===== src/rtl/act_pipe.sv =====
// Multi-lane activation stage: a capture register, then a compute/output register,
// with full valid/ready backpressure and a saturating count of negative-zeroed lanes.
module act_pipe #(
  parameter int DATA_W = 23,
  parameter int LANES  = 4,
  parameter int CNT_W  = 32
) (
  input  logic                      clk,
  input  logic                      rst,
  input  logic [1:0]                cfg_mode_i,
  input  logic [DATA_W-2:0]         cfg_clip_i,
  input  logic [2:0]                cfg_shift_i,
  input  logic [LANES*DATA_W-1:0]   in_data_i,
  input  logic                      in_valid_i,
  output logic                      in_ready_o,
  output logic [LANES*DATA_W-1:0]   out_data_o,
  output logic                      out_valid_o,
  input  logic                      out_ready_i,
  input  logic                      clr_cnt_i,
  output logic [CNT_W-1:0]          zero_cnt_o
);

  typedef enum logic [1:0] {
    MODE_BYPASS = 2'd0,
    MODE_RELU   = 2'd1,
    MODE_CLIP   = 2'd2,
    MODE_LEAKY  = 2'd3
  } mode_e;

  logic                    s1_valid_q;
  logic [LANES*DATA_W-1:0] s1_data_q;
  mode_e                   s1_mode_q;
  logic [DATA_W-2:0]       s1_clip_q;
  logic [2:0]              s1_shift_q;

  logic                    s2_valid_q;
  logic [LANES*DATA_W-1:0] s2_data_q;
  logic [LANES-1:0]        s2_zero_q;

  logic [LANES*DATA_W-1:0] res_d;
  logic [LANES-1:0]        zero_d;
  logic [CNT_W-1:0]        cnt_q, cnt_d;
  logic [CNT_W:0]          pop_d, sum_d;
  logic                    adv1, adv2;

  assign adv2        = !s2_valid_q || out_ready_i;
  assign adv1        = !s1_valid_q || adv2;
  assign in_ready_o  = adv1;
  assign out_valid_o = s2_valid_q;
  assign out_data_o  = s2_data_q;
  assign zero_cnt_o  = cnt_q;

  // Each beat carries its own configuration so in-flight beats are unaffected by cfg changes.
  always_ff @(posedge clk or posedge rst) begin
    if (rst) begin
      s1_valid_q <= 1'b0;
      s1_data_q  <= '0;
      s1_mode_q  <= MODE_BYPASS;
      s1_clip_q  <= '0;
      s1_shift_q <= '0;
    end else if (adv1) begin
      s1_valid_q <= in_valid_i;
      if (in_valid_i) begin
        s1_data_q  <= in_data_i;
        s1_mode_q  <= mode_e'(cfg_mode_i);
        s1_clip_q  <= cfg_clip_i;
        s1_shift_q <= cfg_shift_i;
      end
    end
  end

  for (genvar g = 0; g < LANES; g++) begin : g_lane
    logic signed [DATA_W-1:0] x;
    logic signed [DATA_W-1:0] y;
    logic                     zf;

    assign x = s1_data_q[g*DATA_W +: DATA_W];

    // Clip compare treats a non-negative sample as an unsigned DATA_W-1 magnitude.
    always_comb begin
      y  = x;
      zf = 1'b0;
      unique case (s1_mode_q)
        MODE_RELU: begin
          if (x[DATA_W-1]) begin
            y  = '0;
            zf = 1'b1;
          end
        end
        MODE_CLIP: begin
          if (x[DATA_W-1]) begin
            y  = '0;
            zf = 1'b1;
          end else if (x[DATA_W-2:0] > s1_clip_q) begin
            y = {1'b0, s1_clip_q};
          end
        end
        MODE_LEAKY: begin
          if (x[DATA_W-1]) y = x >>> s1_shift_q;
        end
        default: ;
      endcase
    end

    assign res_d[g*DATA_W +: DATA_W] = y;
    assign zero_d[g]                 = zf;
  end

  always_ff @(posedge clk or posedge rst) begin
    if (rst) begin
      s2_valid_q <= 1'b0;
      s2_data_q  <= '0;
      s2_zero_q  <= '0;
    end else if (adv2) begin
      s2_valid_q <= s1_valid_q;
      if (s1_valid_q) begin
        s2_data_q <= res_d;
        s2_zero_q <= zero_d;
      end
    end
  end

  // One extra sum bit detects overflow so the counter pins at all-ones.
  always_comb begin
    pop_d = '0;
    for (int i = 0; i < LANES; i++) pop_d = pop_d + (CNT_W+1)'(s2_zero_q[i]);
    sum_d = {1'b0, cnt_q} + pop_d;
    cnt_d = cnt_q;
    if (clr_cnt_i) cnt_d = '0;
    else if (s2_valid_q && out_ready_i) cnt_d = sum_d[CNT_W] ? '1 : sum_d[CNT_W-1:0];
  end

  always_ff @(posedge clk or posedge rst) begin
    if (rst) cnt_q <= '0;
    else     cnt_q <= cnt_d;
  end

endmodule


===== config.mk =====
export PLATFORM = sky130hd
export DESIGN_NAME = act_pipe
export DESIGN_NICKNAME = d
export VERILOG_FILES = /design/src/rtl/act_pipe.sv
export SDC_FILE = /design/constraint.sdc
export NUM_CORES = 1
export LEC_CHECK = 0
export ABC_AREA = 1
export CELL_PAD_IN_SITES_DETAIL_PLACEMENT = 2
export CELL_PAD_IN_SITES_GLOBAL_PLACEMENT = 2
export CORE_UTILIZATION = 38
export DETAILED_ROUTE_END_ITERATION = 10
export DONT_BUFFER_PORTS = 1
export PLACE_DENSITY = 0.9
export SLEW_MARGIN = 20
export SYNTH_ARGS = -nofsm -noshare
export SYNTH_HDL_FRONTEND = slang
export SYNTH_SLANG_ARGS = --single-unit

===== constraint.sdc =====
create_clock -name clk -period 23.9 [get_ports clk]
set_input_delay 3.585 -clock clk [delete_from_list [all_inputs] [get_ports clk]]
set_output_delay 3.585 -clock clk [all_outputs]
set_load 0.01 [all_outputs]

**Word level (Yosys, flattened, before mapping)**

Index checks and enable logic that the tools add are counted.

- Add/subtract/negate cells: 4
- Order comparisons: 4
- Eq/ne operators: 3
- Shift-type cells: 4
- Mux-type cells: 31
- Reductions and logical operators: 9

Operators with widths:

| cell | count |
|---|---|
| 23-bit one-hot mux with 3 select lines | 4 |
| 22-bit two-way mux | 12 |
| 32-bit two-way mux | 3 |
| 23-bit two-way mux | 4 |
| 23-bit by 3-bit >>> shifter with 23-bit output | 4 |
| 22-bit > comparator | 4 |
| 32-bit by 4-bit adder with 33-bit output | 1 |
| 1-bit two-way mux | 8 |
| 3-bit by 1-bit adder with 4-bit output | 1 |
| 2-bit equality test, second input constant | 2 |
| 2-bit AND reduction | 2 |
| 2-bit by 1-bit adder with 3-bit output | 1 |
| 1-bit by 1-bit adder with 2-bit output | 1 |
| 2-bit by 1-bit equality test with 1-bit output, second input constant | 1 |
| 1-bit logical NOT | 2 |
| 1-bit logical OR | 2 |
| 2-bit nonzero test | 1 |
| 2-bit OR reduction | 1 |
| 1-bit logical AND | 1 |

- Register bits: 249
- Input bits: 124
- Output and inout bits: 126
- Logic and storage cells: 64

**Depth between registers and ports, before layout**

- Depth after elaboration: 7
- Mapped depth: 17
- Gate-level depth less buffers: 16

**Worst setup path after synthesis**

OpenSTA, ideal clock, no wires.

- Path kind: input-to-output
- Start: input port out_ready_i
- End: output port in_ready_o
- Data arrival time: 3.769 ns
- Data required time: 20.315 ns
- Slack: 16.546 ns
- Cell stages on the path: 2
- Buffers on the path: 0
- Cells stage by stage: inv_1 -> nand3_1

- Word-level cells in the longest chain between the ends: 2

Ends and longest elaborated chain:

| item | RTL line | RTL |
|---|---|---|
| start: declaration | 18 | `input logic out_ready_i,` |
| 1-bit logical OR | 46 | `assign adv2 = !s2_valid_q \|\| out_ready_i;` |
| 1-bit logical OR | 47 | `assign adv1 = !s1_valid_q \|\| adv2;` |
| end: declaration | 15 | `output logic in_ready_o,` |

Every way passes these cells.

**Worst setup path after layout**

Same ends and word-level chain as after synthesis.

==> reports/qor.csv <==
metric,value,unit
post-route cell area,0.0204,mm²
layout cells sized above 1,4.12,%
Clock Skews,15.8,ps
post-DR vias/cell,6.02,
final setup fails,0,
Crit path arrival time,3860,ps
Worst Setup Start Kind,input port,
Worst Hold Class,flip-flop to flip-flop,
Die Span X,224,µm
CTS tree,done,
PortBufs,0,
Root Driver,clkbuf_16,
DR pass1 iterations,5,
post-synth top area share,33.2,%
worst path required time,20320,ps
worst-path cell chain,"inv_1, nand3_1",
Yosys reg bits,249,
first-pass GRT wire length,139000,µm
RSZ-0062 raised after global routing,no,
Routability Congestion,0.902,
global-route usage over all layers,35.6,%
placed cell area,0.0191,mm²
vias in the first global route,23234,
status,finished clean,
TritonCTS buffer count,30,
Row Count,81,
die area,0.0502,mm²
dpl hpwl,59100,µm
syn avg cell area,6.40,µm²
Slew headroom,22.4,%
Post-Synthesis Cells,2930,
Hold Buf Count CTS,0,
largest net degree at the start of global routing,134,
GRT overflow,0,
Post-route DRC,0,
starting density of the core,38.4,%
post-cts resize count,0,
Tmin final,7450,ps
core box area,0.0488,mm²
CP top delay family,simple AND/OR/NAND/NOR gates,
final max-slew violation count,0,
Synth Warn #,0,
syn_nets,3150,
Max-Cap Viols,0,
post-route ant nets,0,
Syn Std Cell Area,0.0187,mm²
Clock Path Buffers,3,
H-tree lvl count,1,
via count,21191,
I/O pin cnt,250,
Crit path largest cell delay,220,ps
NumNets Final,3041,
top post-synthesis cells by area,"dfrtp_1 33%, nand2_1 21%, nand3_1 7.8%",
clk slew on worst S/H paths,50,ps
cell taking the most area after synthesis,dfrtp_1,
Post-Place Cells,3451,
area grow syn2layout,8.67,%
CP Capture Type,primary output,
initial DRC count,1715,
Max IR drop VDD,64.6,µV
postcts setup bufs,0,
DR WL/cell,25.8,µm
Final Util,41.7,%
Setup CP Type,input port to primary output,
fillers,5908,
synth cell count leaders,"1045 x nand2_1, 291 x nand3_1, 281 x inv_1",
Die Span Y,224,µm
clk sink count,249,
final hold viol count,0,
setup TNS,0,ps
top-count cell post-synth,nand2_1,
async set-or-reset flop fraction in the synthesized netlist,100,%
Buf/Inv on CP,1,
synth unique cells,39,
"Top FF cell, synth",dfrtp_1,
Worst-Margin Slew,1160,ps
"Seq/Total Area, Yosys",33.2,%
"EDFF count, synth",0,
initial antenna violation count,15,
Tcrit/Tclk final,31.2,%
Max Clock Freq,0.134,GHz
PD cells,96.8,mW/mm²
crit-path max FO,3,
final std cells w/o fill,3522,
slowest CP cell,nand3_1,
final WL,91000,µm
Worst-Skew Late Latency,610,ps
leakage power,10.2,nW
[flip-flops by register name, summed over array words and instances, names as in the netlist]
| signal | count |
|---|---|
| s2_zero_q | 4 |
| s1_clip_q | 22 |
| s1_shift_q | 3 |
| s1_valid_q | 1 |
| zero_cnt_o | 32 |
| out_data_o | 92 |
| s1_data_q | 92 |
| s1_mode_q | 2 |
| out_valid_o | 1 |
[path summary, 6_finish.rpt]
kind | start | to | slack [ps] | depth (start not counted)
max reg2reg | s1_clip_q[17] | out_data_o[35] | 19780 | 14
max in group asynchronous | rst | s1_shift_q[0] | 19280 | 3
min | out_data_o[15] | out_data_o[15] | 550 | 2
max | out_ready_i | in_ready_o | 16460 | 2
min reg2reg | out_data_o[15] | out_data_o[15] | 550 | 2
min in group asynchronous | rst | s1_data_q[11] | 2850 | 1
[stage by stage]
stage / total power [mW] / setup WS [ps] / hold WS (ps)
after global placement: 1.32 / 16480 / 492
after floorplan: 1.13 / 13470 / 473
after detailed placement: 1.39 / 16460 / 508
after CTS: 1.97 / 16460 / 551
final: 1.97 / 16460 / 550
after global routing: 2.08 / 16440 / 579
[placed cells by master (no fill, tap or decap), drive strengths merged, types with 32 or more instances in the layout]
cell type  count
o21ai        170
a21oi        253
nand2       1047
clkbuf        42
buf           32
nand3        296
nor2         199
dfrtp        249
o211ai        80
ha            93
inv          283
[per-layer routing]
layer  track usage [%]  up-vias  wire (µm)
met2              59.9      803      43500
met5                 0        -         50
met3              6.65      272       6130
met4              18.9        8       4630
met1              42.9    10816      36600
li1                  -     9292          -
[cell type report]
cell class	count	area (µm²)	area share, %
repair buffers	32	272	1.33
clock inverters	12	274	1.34
inverters	286	1080	5.32
well taps	664	831	4.08
multi-input cells	2222	10800	52.9
flip-flops and latches	249	6240	30.6
diodes	15	37.5	0.184
clock buffers	42	866	4.25
[power by group]
group	internal (mW)	switching (mW)	leakage [nW]
clock network	0.337	0.207	0.554
logic	0.217	0.552	6.68
registers	0.521	0.140	3.00
total	1.07	0.899	10.2
[logic make-up after synthesis]
| kind of cell | synth area share (%) |
|---|---|
| xor gates and xnor gates | 0.607 |
| and+or+nand+nor | 34.5 |
| AOI/OAI and AO/OA | 15.5 |
| muxes | 0.0601 |
| DFF | 33.2 |
| buffers and inverters | 9.60 |
| adders and majority gates | 6.53 |
Power figures use the tool's default switching activity.
